==> src/rtl/display_scan_ctrl_if.sv <==
// Display scan bus: digit source inputs, decoder loop (bcd_out/seg_in), pin drive.
interface display_scan_ctrl_if #(
  parameter int unsigned DIGITS = 4
);
  logic [4*DIGITS-1:0] digits_in;
  logic                blank_lz;
  logic                blink_req;
  logic [3:0]          bcd_out;
  logic [6:0]          seg_in;
  logic [6:0]          seg_out;
  logic [DIGITS-1:0]   an_out;
  logic                frame_tick;

  modport master (
    output digits_in, blank_lz, blink_req, seg_in,
    input  bcd_out, seg_out, an_out, frame_tick
  );

  modport slave (
    input  digits_in, blank_lz, blink_req, seg_in,
    output bcd_out, seg_out, an_out, frame_tick
  );
endinterface

==> src/rtl/display_scan_ctrl.sv <==
// Time-multiplexed seven-segment scan controller with frame snapshot,
// leading-zero blanking and dead-time between digit slots.
// Optional whole-display blink: define DISPLAY_BLINK_EN.
module display_scan_ctrl #(
  parameter int unsigned DIGITS       = 4,
  parameter int unsigned SCAN_DIV     = 1000,
  parameter int unsigned BLINK_FRAMES = 32
) (
  input  logic               clk,
  input  logic               rst_n,
  display_scan_ctrl_if.slave bus
);

  localparam int unsigned PRE_W = $clog2(SCAN_DIV);
  localparam int unsigned IDX_W = $clog2(DIGITS);

  logic [PRE_W-1:0]    pre;
  logic [IDX_W-1:0]    idx;
  logic [4*DIGITS-1:0] snap;
  logic [DIGITS-1:0]   mask;
  logic [DIGITS-1:0]   mask_next_c;
  logic [3:0]          cur_digit_c;
  logic                frame_start_c;
  logic                show_blank_c;
  logic                frame_on_c;

  logic [3:0]          bcd_q;
  logic [6:0]          seg_q;
  logic [DIGITS-1:0]   an_q;
  logic                tick_q;

  assign frame_start_c  = (pre == '0) && (idx == '0);
  assign bus.bcd_out    = bcd_q;
  assign bus.seg_out    = seg_q;
  assign bus.an_out     = an_q;
  assign bus.frame_tick = tick_q;

  // Prescaler and digit index
  always_ff @(posedge clk or negedge rst_n) begin
    if (!rst_n) begin
      pre <= '0;
      idx <= '0;
    end else if (pre == PRE_W'(SCAN_DIV - 1)) begin
      pre <= '0;
      idx <= (idx == IDX_W'(DIGITS - 1)) ? '0 : idx + IDX_W'(1);
    end else begin
      pre <= pre + PRE_W'(1);
    end
  end

  // Leading-zero mask from the incoming digits; digit 0 never masked
  always_comb begin
    logic run;
    mask_next_c = '0;
    run         = 1'b1;
    for (int k = DIGITS - 1; k >= 1; k--) begin
      run            = run & (bus.digits_in[4*k +: 4] == 4'd0);
      mask_next_c[k] = run & bus.blank_lz;
    end
  end

  // Frame snapshot of digits and mask
  always_ff @(posedge clk or negedge rst_n) begin
    if (!rst_n) begin
      snap <= '0;
      mask <= '0;
    end else if (frame_start_c) begin
      snap <= bus.digits_in;
      mask <= mask_next_c;
    end
  end

`ifdef DISPLAY_BLINK_EN
  localparam int unsigned BW = (BLINK_FRAMES > 1) ? $clog2(BLINK_FRAMES) : 1;

  logic [BW-1:0] blink_cnt;
  logic          phase_on;
  logic          frame_on;

  // Blink phase advanced per frame; frame_on is the phase applied to this frame
  always_ff @(posedge clk or negedge rst_n) begin
    if (!rst_n) begin
      blink_cnt <= '0;
      phase_on  <= 1'b1;
      frame_on  <= 1'b1;
    end else if (frame_start_c) begin
      frame_on <= ~bus.blink_req | phase_on;
      if (!bus.blink_req) begin
        blink_cnt <= '0;
        phase_on  <= 1'b1;
      end else if (blink_cnt == BW'(BLINK_FRAMES - 1)) begin
        blink_cnt <= '0;
        phase_on  <= ~phase_on;
      end else begin
        blink_cnt <= blink_cnt + BW'(1);
      end
    end
  end

  assign frame_on_c = frame_on;
`else
  logic unused_blink;

  assign frame_on_c   = 1'b1;
  assign unused_blink = bus.blink_req ^ (BLINK_FRAMES == 0);
`endif

  // Digit presented to the decoder; at frame start the fresh digit bypasses the snapshot
  always_comb begin
    cur_digit_c = snap[{idx, 2'b00} +: 4];
    if (frame_start_c) cur_digit_c = bus.digits_in[3:0];
  end

  // Blank when masked, invalid BCD, or blink phase off
  assign show_blank_c = mask[idx] | (bcd_q > 4'd9) | ~frame_on_c;

  // Registered display outputs: slot cycle 0 loads digit with dead time, cycle 1 lights it
  always_ff @(posedge clk or negedge rst_n) begin
    if (!rst_n) begin
      bcd_q  <= '0;
      seg_q  <= '0;
      an_q   <= '1;
      tick_q <= 1'b0;
    end else begin
      tick_q <= frame_start_c;
      if (pre == '0) begin
        bcd_q <= cur_digit_c;
        an_q  <= '1;
      end else if (pre == PRE_W'(1)) begin
        seg_q <= show_blank_c ? 7'd0 : bus.seg_in;
        an_q  <= frame_on_c ? ~(DIGITS'(1) << idx) : '1;
      end
    end
  end

endmodule

==> src/flat_wrapper.sv <==
// flat-port wrapper written by rule: the top's interface ports become plain ports
module display_scan_ctrl_flat 
#(
  parameter int unsigned DIGITS       = 4,
  parameter int unsigned SCAN_DIV     = 1000,
  parameter int unsigned BLINK_FRAMES = 32
)
  (clk, rst_n, bus_digits_in, bus_blank_lz, bus_blink_req, bus_seg_in, bus_bcd_out, bus_seg_out, bus_an_out, bus_frame_tick);
  display_scan_ctrl_if #(.DIGITS(DIGITS)) bus_i ();
  input  logic clk;
  input  logic rst_n;
  input wire logic [$bits(bus_i.digits_in)-1:0] bus_digits_in;
  input wire logic [$bits(bus_i.blank_lz)-1:0] bus_blank_lz;
  input wire logic [$bits(bus_i.blink_req)-1:0] bus_blink_req;
  input wire logic [$bits(bus_i.seg_in)-1:0] bus_seg_in;
  output wire logic [$bits(bus_i.bcd_out)-1:0] bus_bcd_out;
  output wire logic [$bits(bus_i.seg_out)-1:0] bus_seg_out;
  output wire logic [$bits(bus_i.an_out)-1:0] bus_an_out;
  output wire logic [$bits(bus_i.frame_tick)-1:0] bus_frame_tick;
  assign bus_i.digits_in = bus_digits_in;
  assign bus_i.blank_lz = bus_blank_lz;
  assign bus_i.blink_req = bus_blink_req;
  assign bus_i.seg_in = bus_seg_in;
  assign bus_bcd_out = bus_i.bcd_out;
  assign bus_seg_out = bus_i.seg_out;
  assign bus_an_out = bus_i.an_out;
  assign bus_frame_tick = bus_i.frame_tick;
  display_scan_ctrl #(.DIGITS(DIGITS), .SCAN_DIV(SCAN_DIV), .BLINK_FRAMES(BLINK_FRAMES)) u_core (.clk(clk), .rst_n(rst_n), .bus(bus_i));
endmodule
==> config.mk <==
export PLATFORM = sky130hd
export DESIGN_NAME = display_scan_ctrl_flat
export DESIGN_NICKNAME = d
export VERILOG_FILES = /design/src/rtl/display_scan_ctrl_if.sv /design/src/rtl/display_scan_ctrl.sv /design/src/flat_wrapper.sv
export SDC_FILE = /design/constraint.sdc
export NUM_CORES = 1
export LEC_CHECK = 0
export BUFFER_PORTS_ARGS = -buffer_cell sky130_fd_sc_hd__buf_2
export CAP_MARGIN = 5
export CORE_ASPECT_RATIO = 0.6
export CORE_MARGIN = 2
export CORE_UTILIZATION = 35
export CTS_CLUSTER_DIAMETER = 120
export DETAILED_ROUTE_END_ITERATION = 10
export GPL_TIMING_DRIVEN = 0
export SETUP_SLACK_MARGIN = 0.05
export SYNTH_ARGS = -nofsm -noshare
export SYNTH_HDL_FRONTEND = slang
export SYNTH_SLANG_ARGS = --single-unit
==> constraint.sdc <==
create_clock -name clk -period 2.4 [get_ports clk]
set_input_delay 0.24 -clock clk [delete_from_list [all_inputs] [get_ports clk]]
set_output_delay 0.24 -clock clk [all_outputs]
set_load 0.005 [all_outputs]
== Word-level counts from Yosys, hierarchy flattened ==
Cells that the tools add are included.

* Add/sub/neg operators: 2
* Multiply operators: 0
* Divide/modulo/power cells: 0
* Order comparisons: 2
* Eq/ne operators: 3
* Shift operators: 2
* Mux-type cells: 8
* Bitwise logic cells: 8
* Reduce and logical (&&, ||, !) cells: 8

{| class="wikitable"
|+ Operator list
! cell !! number
|-
| variable part select 16 x 5 -> 4 bit || 1
|-
| zero test 4 bit || 3
|-
| two-way mux 4 bit || 3
|-
| adder 10 x 1 -> 10 bit, second input constant || 1
|-
| == test 10 x 1 -> 1 bit, second input constant || 1
|-
| == test 10 bit, second input constant || 1
|-
| zero test 10 bit || 1
|-
| two-way mux 10 bit || 1
|-
| two-way mux 7 bit || 1
|-
| AND 1 bit || 5
|-
| greater-than comparator 4 bit, second input constant || 1
|-
| inverter 4 bit || 1
|-
| << shifter 1 x 2 -> 4 bit, first input constant || 1
|-
| < comparator 2 x 3 -> 1 bit, second input constant || 1
|-
| adder 2 x 1 -> 2 bit, second input constant || 1
|-
| binary-select mux 1 bit (select 2 bit) || 1
|-
| == test 2 bit, second input constant || 1
|-
| zero test 2 bit || 1
|-
| two-way mux 2 bit || 1
|-
| AND reduction 2 bit || 1
|-
| nonzero test 2 bit || 1
|-
| logical AND 1 bit || 1
|-
| two-way mux 1 bit || 1
|-
| inverter 1 bit || 1
|-
| bitwise OR 1 bit || 1
|}

* Bits in registers: 47
* Bits in latches: 0
* RAM bits: 0
* ROM bits: 0
* Input bits: 27
* Output and inout port bits: 16
* Memories: 0

== Logic depth before layout (Yosys ltp) ==
Gate-level depths: netlist of the first run.

* Depth in word-level cells: 4
* Gate-level depth with buffers: 7
* Mapped depth without buffers: 5

== Least setup slack after synthesis of the first run ==
Ideal clock, no wire load.

* Kind: reg2reg
* Start: reg u_core.idx[0]
* End: reg u_core.mask[2]
* Library setup time: 0.125 ns
* Arrival: 1.676 ns
* Required time: 2.275 ns
* Setup slack: 0.599 ns
* Stages on the path, launching flop included: 8
* Path buffers: 3
* Cells stage by stage: dfrtp_1 -> buf_2 -> inv_1 -> ha_1 -> buf_1 -> nand4_2 -> buf_6 -> mux2_4

* Cells in the longest elaborated chain, start to end: 2

{| class="wikitable"
|+ Ends and longest elaborated chain
! element !! RTL line !! RTL
|-
| start, declared || display_scan_ctrl.sv:18 || <nowiki>logic [IDX_W-1:0] idx;</nowiki>
|-
| start signal, assigned || display_scan_ctrl.sv:45 || <nowiki>idx <= (idx == IDX_W'(DIGITS - 1)) ? '0 : idx + IDX_W'(1);</nowiki>
|-
| zero test 2 bit || display_scan_ctrl.sv:32 || <nowiki>assign frame_start_c = (pre == '0) && (idx == '0);</nowiki>
|-
| logical AND 1 bit || display_scan_ctrl.sv:32 ||
|-
| end signal, assigned || display_scan_ctrl.sv:69 || <nowiki>mask <= mask_next_c;</nowiki>
|-
| end, declared || display_scan_ctrl.sv:20 || <nowiki>logic [DIGITS-1:0] mask;</nowiki>
|}

Every way passes these cells.
A chain may end at the register's enable or synchronous reset.

== Worst setup path after layout of the first run ==
* Start: reg u_core.idx[0]
* End: reg u_core.snap[3]

* Cells in the longest elaborated chain, start to end: 2

{| class="wikitable"
|+ Ends and longest elaborated chain
! element !! RTL line !! RTL
|-
| zero test 2 bit || display_scan_ctrl.sv:32 ||
|-
| logical AND 1 bit || display_scan_ctrl.sv:32 ||
|-
| end signal, assigned || display_scan_ctrl.sv:68 || <nowiki>snap <= bus.digits_in;</nowiki>
|-
| end, declared || display_scan_ctrl.sv:19 || <nowiki>logic [4*DIGITS-1:0] snap;</nowiki>
|}

Every way passes these cells.

==> summary.md, run 1 <==
| Metric | Value |
|---|---|
| Vias per cell | `5.28` |
| Synth Area in Adders | `3.67%` |
| Chip height | `68.0 µm` |
| Initial antenna violation count | `0` |
| Core area | `6650 µm²` |
| Main combinational cell family by area after synthesis | `multiplexers` |
| Finished Cell Area | `2850 µm²` |
| Final clock skew | `0.00534 ns` |
| Hold Vio Cnt, Final | `0` |
| Initial Util | `35.9%` |
| Relative slew slack | `29.0%` |
| Synth Warn # | `0` |
| Max Cap Violations | `0` |
| Diode count | `0` |
| Mapped Cells | `193` |
| Critical path class | `reg2reg` |
| Fill cells | `625` |
| Post-route clock period utilization | `85.2%` |
| EDFF count, synth | `0` |
| First-pass GRT wire length | `9270 µm` |
| Worst Path Buf+Inv | `4` |
| DP Worst Slack | `0.374 ns` |
| Crit path max-delay family | `buffers and inverters` |
| Post-synthesis sequential element count | `47` |
| FF-to-FF setup slack | `0.36 ns` |
| Fraction of registers with async set/reset | `100%` |
| Critical-path maximum fanout | `10` |
| Grt total ovfl | `0` |
| Port bufs | `41` |
| CP Capture Type | `flop` |
| CTS buffer count | `5` |
| Placed Area | `2700 µm²` |
| Fin Setup TNS | `0 ns` |
| Worst Path Required | `2.57 ns` |
| Post-CTS sizing | `0` |
| Vias in the first global route | `1727` |
| Nets | `275` |
| Fraction of layout cells with a size suffix above 1 | `36.8%` |
| Largest area contributor in the netlist | `dfrtp_1` |
| Post-synth top cells | `43 x dfrtp_1, 17 x mux2_4, 11 x nand4_1` |
| Critical path cell sequence | `buf_2 > inv_1 > ha_1 > buf_1 > nand4_2 > buf_6 > mux2_4` |
| Post-Synth XOR/XNOR Area | `1.10%` |
| Most frequent cell after synthesis | `dfrtp_1` |
| Post-cts hold buffer count | `0` |
| DR vias | `1738` |
| Hold Crit Class | `in2async` |
| H-tree depth | `2` |
| Mean Syn Cell Area | `12.4 µm²` |
| Critical R2R Launch | `u_core.idx[0]` |
| Final core utilization | `42.8%` |
| Slowest stage cell, crit path | `dfrtp_1` |
| Top post-synthesis cells by area | `dfrtp_1 45%, mux2_4 11%, mux2_2 4.7%, dfstp_2 4.4%, ha_1 3.7%` |
| PnR worst setup slack | `0.356 ns` |
| Placer congestion estimate | `0.839` |
| Fmax | `489 MHz` |
| Die width | `111 µm` |
| Post-CTS Setup Bufs | `0` |
| Hold slack | `0.125 ns` |
| Final setup viols | `0` |
| Drt wl/cell | `16.9 µm` |
| Status | `finished, final reports clean` |
| Peak supply drop | `0.251 mV` |
| Detailed Route WL | `5560 µm` |
| Fin. max-slew vios | `0` |
| Syn Std Cell Area | `2390 µm²` |
| # DRC | `0` |
| Setup crit start kind | `flop` |
| # clock sinks | `47` |
| Final Critical Period | `2.04 ns` |
| DPL Wire Length | `4010 µm` |
| Die ar. | `7520 µm²` |
| Initial DRT Pass Iterations | `4` |
| Largest stage delay on the critical path | `0.46 ns` |
| Crit. Startpoint | `u_core.idx[0]` |
| R2R depth | `7` |
| Layout area overhead | `19.3%` |
| Clk root buf | `clkbuf_16` |
| Prevailing post-synth register cell | `dfrtp_1` |
| FP Rows | `23` |
| Clk_lat worst skew | `0.29 ns` |
| End of the critical path | `u_core.snap[3]` |
| WP data arrival | `2.21 ns` |
| Critical path depth | `7` |
| Worst reg2reg endpoint | `u_core.snap[3]` |
| CTS tree | `built` |
| Antenna Violating Nets Remaining | `0` |
| I/O Pins | `43` |
| Largest net degree at the start of global routing | `48` |
| RSZ-0062 raised after global routing | `false` |
| Synth Net Count | `227` |
| Clock transition at path regs | `0.06 ns` |
| Tightest Pin Transition | `1.06 ns` |
| GRT Util Overall | `16.1%` |
| Top-area cell type share of the netlist area | `45.1%` |
| DRT iter0 DRCs | `112` |
| Sequential fraction of the synthesis area | `49.5%` |
| Mux contribution to synthesized area | `16.7%` |
| Complex-gate fraction of the synthesized area | `12.0%` |
| Max clock buf depth | `2` |
| Synth Area in Simple Gates | `13.1%` |
| Pwr/cell area | `577 nW/µm²` |
| Leakage | `0.00128 µW` |
| Distinct cells, synth | `39` |
-- layout make-up --
cell class              count  area (µm²)  share of cell area [%]
multi-input cells         126        1110                    39.0
repair buffers             41         205                    7.21
flip-flops and latches     47        1180                    41.5
plain buffers              12        65.1                    2.28
clock inverters             1        5.00                   0.176
clock buffers               7         143                    5.01
well taps                  87         109                    3.82
inverters                   8        30.0                    1.05
-- worst min-delay path by stage --
| stage | startpoint | endpoint | slack (ns) | depth (start not counted) |
|---|---|---|---|---|
| after floorplan | rst_n | u_core.bus.bcd_out[0] | -0.06 | 0 |
| after detailed placement | u_core.bus.seg_out[5] | u_core.bus.seg_out[5] | 0.47 | 1 |
| after global placement | u_core.bus.seg_out[5] | u_core.bus.seg_out[5] | 0.48 | 1 |
| final | rst_n | u_core.pre[4] | 0.12 | 1 |
| after global routing | bus_digits_in[12] | u_core.snap[12] | 0.19 | 2 |
| after CTS | bus_digits_in[12] | u_core.snap[12] | 0.19 | 2 |
-- cell usage in the layout, fill, tap and decap left out, types with 4 or more instances in the layout --
cell type,instances
a222oi_1,4
a21oi_1,7
dfstp_2,4
a31oi_1,8
nor2_1,5
o2bb2ai_1,7
inv_1,8
ha_1,7
nand4_1,11
or3_1,4
dfrtp_1,43
clkbuf_16,5
buf_2,45
mux2_2,10
mux2_4,17
nand3_1,5
o21ai_0,6
clkbuf_1,6
-- cell families after synthesis --
logic type | after synthesis
adder cells (fa/ha/maj) | 7
multiplexers | 30
XOR/XNOR | 3
AND/OR/NAND/NOR | 46
buffers and inverters | 20
flip-flops | 47
AO/OA/AOI/OAI | 40
-- sequential cells by signal (all words and copies together), names as in the netlist --
| name | cells |
|---|---|
| u_core.bus.bcd_out | 4 |
| u_core.idx | 2 |
| u_core.pre | 10 |
| u_core.bus.seg_out | 7 |
| u_core.bus.frame_tick | 1 |
| u_core.snap | 16 |
| u_core.bus.an_out | 4 |
| u_core.mask | 3 |
-- through the flow --
step	power, µW	std cells
final	1640	329
after global routing	1710	329
after CTS	1660	329
after detailed placement	952	321
after global placement	950	321
after floorplan	887	193
-- per-layer routing --
layer	share of wire, %	vias up	GRT usage, %	wire length (µm)
met5	0	-	0	0
met4	1.2	0	5.00	68
met3	3.4	8	3.90	188
met2	40	36	22.7	2210
met1	56	862	24.3	3090
li1	-	832	-	-
-- power breakdown --
part           switching [µW]  internal, µW
sequential               15.5           818
combinational            46.4          55.7
clock                     295           414
total                     357          1290
Note: power is estimated with default switching activity, not from simulation.
==> run 2: changes to the inputs <==
--- a/config.mk
+++ b/config.mk
@@ -13,6 +13,7 @@
 export CTS_CLUSTER_DIAMETER = 120
 export DETAILED_ROUTE_END_ITERATION = 10
 export GPL_TIMING_DRIVEN = 0
+export MAX_ROUTING_LAYER = met4
 export SETUP_SLACK_MARGIN = 0.05
 export SYNTH_ARGS = -nofsm -noshare
 export SYNTH_HDL_FRONTEND = slang
==> summary.md, run 2 (synthesis results as in run 1) <==
| Metric | Value |
|---|---|
| Most common cell after layout, fill and taps aside | `buf_2` |
| Tightest Pin Transition | `1.07 ns (+0.00710 ns)` |
| Initial DRT Pass Iterations | `4 (unchanged)` |
| I/O Pins | `43 (unchanged)` |
| # clock sinks | `47 (unchanged)` |
| Worst Path Required | `2.57 ns (about the same)` |
| DPL Wire Length | `4010 µm (unchanged)` |
| Max clock buf depth | `2 (unchanged)` |
| Top layer in use | `met4` |
| Final clock skew | `0.00505 ns (-0.000294 ns)` |
| Port bufs | `41 (unchanged)` |
| Drt wl/cell | `17.0 µm (+0.47%)` |
| WL met1 | `3090 µm (-0.16%)` |
| Grt total ovfl | `0 (unchanged)` |
| Leakage | `0.00128 µW (unchanged)` |
| Critical path cell sequence | `buf_2 > inv_1 > ha_1 > buf_1 > nand4_2 > buf_6 > mux2_4` |
| Detailed Route WL | `5590 µm (+0.47%)` |
| # DRC | `0 (unchanged)` |
| Die width | `111 µm (unchanged)` |
| Crit path max-delay family | `buffers and inverters` |
| Core area | `6650 µm² (unchanged)` |
| Critical path class | `reg2reg` |
| Final setup viols | `0 (unchanged)` |
| Die ar. | `7520 µm² (unchanged)` |
| Hold slack | `0.126 ns (+0.00154 ns)` |
| Post-cts hold buffer count | `0 (unchanged)` |
| H-tree depth | `2 (unchanged)` |
| Fmax | `491 MHz (+0.36%)` |
| Fraction of layout cells with a size suffix above 1 | `36.8% (unchanged)` |
| Vias in the first global route | `1728 (+0.058%)` |
| Status | `finished, final reports clean` |
| Peak supply drop | `0.251 mV (about the same)` |
| First-pass GRT wire length | `9300 µm (+0.30%)` |
| GRT Util Overall | `16.7% (+0.54 points)` |
| Placed Area | `2700 µm² (unchanged)` |
| Worst Path Buf+Inv | `4 (unchanged)` |
| Nets | `275 (unchanged)` |
| Largest net degree at the start of global routing | `48 (unchanged)` |
| Diode count | `0 (unchanged)` |
| Post-CTS Setup Bufs | `0 (unchanged)` |
| Post-CTS sizing | `0 (unchanged)` |
| Slowest stage cell, crit path | `dfrtp_1` |
| FP Rows | `23 (unchanged)` |
| CTS buffer count | `5 (unchanged)` |
| Initial Util | `35.9% (unchanged)` |
| WP data arrival | `2.21 ns (about the same)` |
| Chip height | `68.0 µm (unchanged)` |
| WL met2 | `2200 µm (-0.41%)` |
| Final Critical Period | `2.04 ns (-0.00741 ns)` |
| PnR worst setup slack | `0.363 ns (+0.00741 ns)` |
| DP Worst Slack | `0.374 ns (unchanged)` |
| DRT iter0 DRCs | `119 (+6.3%)` |
| CP Capture Type | `flop` |
| Placer congestion estimate | `0.852 (+1.5%)` |
| RSZ-0062 raised after global routing | `false` |
| Max Cap Violations | `0 (unchanged)` |
| Max FFs per register | `16 (unchanged)` |
| Setup crit start kind | `flop` |
| Relative slew slack | `28.5% (-0.47 points)` |
| Critical-path maximum fanout | `10 (unchanged)` |
| Fin Setup TNS | `0 ns (unchanged)` |
| DR vias | `1734 (-0.23%)` |
| Clk_lat worst skew | `0.29 ns (about the same)` |
| Pwr/cell area | `578 nW/µm² (+0.14%)` |
| Hold Crit Class | `in2async` |
| Vias per cell | `5.27 (-0.23%)` |
| Layout area overhead | `19.3% (unchanged)` |
| Largest stage delay on the critical path | `0.46 ns (about the same)` |
| Clock transition at path regs | `0.06 ns (about the same)` |
| Hold Vio Cnt, Final | `0 (unchanged)` |
| Commonest non-fill, non-tap cells in the layout | `45 x buf_2, 43 x dfrtp_1, 17 x mux2_4` |
| Final core utilization | `42.8% (unchanged)` |
| Register name with the most flops | `u_core.snap` |
| CTS tree | `built` |
| Clk root buf | `clkbuf_16` |
| Antenna Violating Nets Remaining | `0 (unchanged)` |
| WL met3 | `213 µm (+13%)` |
| Initial antenna violation count | `0 (unchanged)` |
| Post-route clock period utilization | `84.9% (-0.31 points)` |
| Finished Cell Area | `2850 µm² (unchanged)` |
| Fin. max-slew vios | `0 (unchanged)` |
==> run 2: area by class of cell <==
cell class	instances	area (µm²)
flip-flops and latches	47	1180
inverters	8	30.0
repair buffers	41	205
clock buffers	7	143
fillers	625	3800
multi-input cells	126	1110
clock inverters	1	5.00
plain buffers	12	65.1
well taps	87	109
==> run 2: worst register-to-register path, cell delays in order (launching register included) <==
cell and delay, ns:
dfrtp_1 0.46, buf_2 0.23, inv_1 0.10, ha_1 0.14, buf_1 0.29, nand4_2 0.19, buf_6 0.21, mux2_4 0.31
==> run 2: path summary, 6_finish.rpt <==
path / from / depth (start not counted) / end / slack (ns)
setup / recovery: u_core.idx[0] / 7 / u_core.snap[3] / 0.36
hold / removal: rst_n / 1 / u_core.pre[4] / 0.13
setup reg to reg: u_core.idx[0] / 7 / u_core.snap[3] / 0.36
hold reg to reg: u_core.bus.seg_out[5] / 1 / u_core.bus.seg_out[5] / 0.49
max in group asynchronous: rst_n / 1 / u_core.bus.seg_out[3] / 1.59
min in group clk: bus_digits_in[12] / 2 / u_core.snap[12] / 0.19
==> run 2: through the flow <==
stage,power [µW],instances
after floorplan,887,193
after global placement,950,321
after detailed placement,952,321
after CTS,1660,329
after global routing,1710,329
final,1650,329
==> run 2: per-layer routing <==
metal	up-vias	track usage, %
met2	44	22.7
li1	829	-
met1	852	24.5
met5	-	-
met3	9	3.81
met4	0	5.00
==> run 2: power breakdown <==
group	switching [µW]	internal, µW
registers	15.7	818
logic	46.4	55.7
clock network	297	414
total	359	1290
==> run 3: changes to the inputs <==
--- a/config.mk
+++ b/config.mk
@@ -5,6 +5,7 @@
 export SDC_FILE = /design/constraint.sdc
 export NUM_CORES = 1
 export LEC_CHECK = 0
+export ABC_AREA = 1
 export BUFFER_PORTS_ARGS = -buffer_cell sky130_fd_sc_hd__buf_2
 export CAP_MARGIN = 5
 export CORE_ASPECT_RATIO = 0.6
==> constraint.sdc (replaced) <==
create_clock -name clk -period 1.6 [get_ports clk]
set_input_delay 0.16 -clock clk [delete_from_list [all_inputs] [get_ports clk]]
set_output_delay 0.16 -clock clk [all_outputs]
set_load 0.005 [all_outputs]
==> summary.md, run 3 <==
| Metric | Value |
|---|---|
| DP Worst Slack | `-0.260 ns (-0.634 ns)` |
| Sequential fraction of the synthesis area | `46.8% (-2.7 points)` |
| Prevailing post-synth register cell | `dfrtp_1` |
| Top-area cell type share of the netlist area | `42.7% (-2.4 points)` |
| I/O Pins | `43 (unchanged)` |
| Fraction of registers with async set/reset | `100% (unchanged)` |
| GRT Util Overall | `16.8% (+0.12 points)` |
| Nets | `419 (+52%)` |
| Main combinational cell family by area after synthesis | `simple AND/OR/NAND/NOR gates` |
| Placed Area | `2840 µm² (+5.0%)` |
| Post-synthesis sequential element count | `47 (unchanged)` |
| Mux contribution to synthesized area | `0% (-17 points)` |
| Commonest non-fill, non-tap cells in the layout | `113 x nand2_1, 42 x buf_2, 42 x dfrtp_1` |
| Final clock skew | `0.00549 ns (+0.000441 ns)` |
| Leakage | `0.00173 µW (+36%)` |
| FF-to-FF setup slack | `0.11 ns (-0.25 ns)` |
| Layout area overhead | `26.1%` |
| Status | `finished, final reports clean` |
| Diode count | `0 (unchanged)` |
| Final core utilization | `46.6% (+3.8 points)` |
| Synth Area in Simple Gates | `36.3% (+23 points)` |
| Mean Syn Cell Area | `7.83 µm² (-37%)` |
| Finished Cell Area | `3180 µm² (+12%)` |
| Worst Path Required | `1.82 ns (-0.75 ns)` |
| Max Cap Violations | `0 (unchanged)` |
| # DRC | `0 (unchanged)` |
| Fin. max-slew vios | `0 (unchanged)` |
| Initial antenna violation count | `0 (unchanged)` |
| Synth Net Count | `356 (+57%)` |
| EDFF count, synth | `0 (unchanged)` |
| Port bufs | `41 (unchanged)` |
| # clock sinks | `47 (unchanged)` |
| Relative slew slack | `29.0% (+0.50 points)` |
| Detailed Route WL | `6130 µm (+9.7%)` |
| Most frequent cell after synthesis | `nand2_1` |
| Initial DRT Pass Iterations | `4 (unchanged)` |
| Die width | `114 µm (+2.7%)` |
| Max FFs per register | `16 (unchanged)` |
| Setup crit start kind | `flop` |
| Critical R2R Launch | `u_core.pre[0]` |
| Peak supply drop | `0.333 mV (+33%)` |
| Hold Crit Class | `in2async` |
| CTS buffer count | `5 (unchanged)` |
| Register name with the most flops | `u_core.snap` |
| Core area | `6820 µm² (+2.6%)` |
| Critical-path maximum fanout | `8 (-2)` |
| Final Critical Period | `1.49 ns (-0.550 ns)` |
| First-pass GRT wire length | `10100 µm (+8.8%)` |
| Distinct cells, synth | `28 (-28%)` |
| Synth Area in Adders | `3.47% (-0.20 points)` |
| Final setup viols | `0 (unchanged)` |
| RSZ-0062 raised after global routing | `true` |
| Tightest Pin Transition | `1.06 ns (-0.00748 ns)` |
| Post-Synth XOR/XNOR Area | `0.347% (-0.75 points)` |
| Pwr/cell area | `784 nW/µm² (+36%)` |
| Placer congestion estimate | `0.815 (-4.3%)` |
| Most common cell after layout, fill and taps aside | `nand2_1` |
| Largest net degree at the start of global routing | `48 (unchanged)` |
| Mapped Cells | `322 (+67%)` |
| Antenna Violating Nets Remaining | `0 (unchanged)` |
| DR vias | `2155 (+24%)` |
| Worst reg2reg endpoint | `u_core.bus.an_out[1]` |
| Fmax | `672 MHz (+37%)` |
| Fraction of layout cells with a size suffix above 1 | `28.2% (-8.5 points)` |
| DPL Wire Length | `4330 µm (+8.1%)` |
| Die ar. | `7920 µm² (+5.4%)` |
| DRT iter0 DRCs | `140 (+18%)` |
| Clk root buf | `clkbuf_16` |
| Synth Warn # | `0 (unchanged)` |
| WP data arrival | `1.70 ns (-0.51 ns)` |
| CTS tree | `built` |
| Fill cells | `697 (+12%)` |
| Hold Vio Cnt, Final | `0 (unchanged)` |
| PnR worst setup slack | `0.113 ns (-0.250 ns)` |
| Top post-synthesis cells by area | `dfrtp_1 43%, nand2_1 17%, nand3_1 7.5%, inv_1 6.0%, nor2_1 4.3%` |
| Critical path class | `reg2reg` |
| CP Capture Type | `flop` |
| Vias in the first global route | `1973 (+14%)` |
| Drt wl/cell | `13.0 µm (-24%)` |
| Complex-gate fraction of the synthesized area | `4.71% (-7.3 points)` |
| FP Rows | `23 (unchanged)` |
| Post-route clock period utilization | `92.9% (+8.1 points)` |
| R2R depth | `8 (+1)` |
| Grt total ovfl | `0 (unchanged)` |
| Initial Util | `37.0% (+1.1 points)` |
| Max clock buf depth | `2 (unchanged)` |
| Clock transition at path regs | `0.06 ns (about the same)` |
| Largest area contributor in the netlist | `dfrtp_1` |
| Post-synth top cells | `114 x nand2_1, 43 x dfrtp_1, 40 x inv_1` |
| Vias per cell | `4.56 (-14%)` |
| H-tree depth | `2 (unchanged)` |
| Syn Std Cell Area | `2520 µm² (+5.7%)` |
| Clk_lat worst skew | `0.28 ns (about the same)` |
| Chip height | `69.7 µm (+2.6%)` |
-- run 3: kinds of logic after synthesis --
group	after synthesis
AND/OR/NAND/NOR	202
adder cells (fa/ha/maj)	7
AO/OA/AOI/OAI	17
buffers and inverters	48
flip-flops	47
XOR/XNOR	1
-- run 3: timing repair --
action	4_1_cts	5_1_grt
buffers inserted	4	10
gates resized for setup	10	10
hold buffers	0	0
pin swaps	3	7
gates cloned	1	0
endpoints found under the setup margin	35	37
-- run 3: cell type report --
class,instances,area [µm²],area share (%)
multi-input cells,228,1190,37.3
flip-flops and latches,47,1180,37.2
repair buffers,55,310,9.76
inverters,41,165,5.20
clock buffers,8,156,4.92
well taps,87,109,3.43
plain buffers,7,68.8,2.17
-- run 3: worst max-delay path by stage --
stage / startpoint / endpoint / slack (ns) / cells past startpoint
final: u_core.pre[0] / u_core.bus.an_out[1] / 0.11 / 8
after global routing: u_core.pre[7] / u_core.bus.an_out[0] / 0.03 / 7
after CTS: u_core.pre[0] / u_core.bus.an_out[3] / 0.05 / 8
after detailed placement: u_core.idx[0] / u_core.snap[15] / -0.26 / 7
after global placement: u_core.idx[0] / u_core.snap[15] / -0.23 / 7
after floorplan: u_core.idx[0] / u_core.snap[10] / 0.06 / 7
-- run 3: metrics by stage --
| stage | cells | power (µW) | hold slack, ns | TNS, ns |
|---|---|---|---|---|
| 2_1_floorplan | 322 | 1330 | -0.136 | 0 |
| 3_3_place_gp | 450 | 1430 | 0.370 | -3.84 |
| 3_5_place_dp | 450 | 1430 | 0.373 | -4.39 |
| 4_1_cts | 463 | 2520 | 0.0810 | 0 |
| 5_1_grt | 473 | 2600 | 0.0856 | 0 |
| 6_report | 473 | 2490 | 0.0584 | 0 |
-- run 3: per-layer routing --
layer,up-vias,track usage (%),part of all wire [%]
met2,55,19.6,36
met1,970,27.6,57
met3,4,4.20,6.0
li1,1126,-,-
met5,-,-,0
met4,0,3.93,0.42
-- run 3: power breakdown --
part	internal, µW	leakage, µW	switching (µW)
Clock	665	0.0000772	421
Sequential	1230	0.000570	21.0
Combinational	66.2	0.00109	91.7
Total	1960	0.00173	534
-- run 3: critical path, stage by stage (launching register included) --
cell and delay [ns]:
dfrtp_1 0.42, inv_1 0.10, ha_2 0.21, inv_1 0.08, nor2_2 0.19, nand3_4 0.15
buf_4 0.17, nand3_1 0.05, nand2_1 0.06
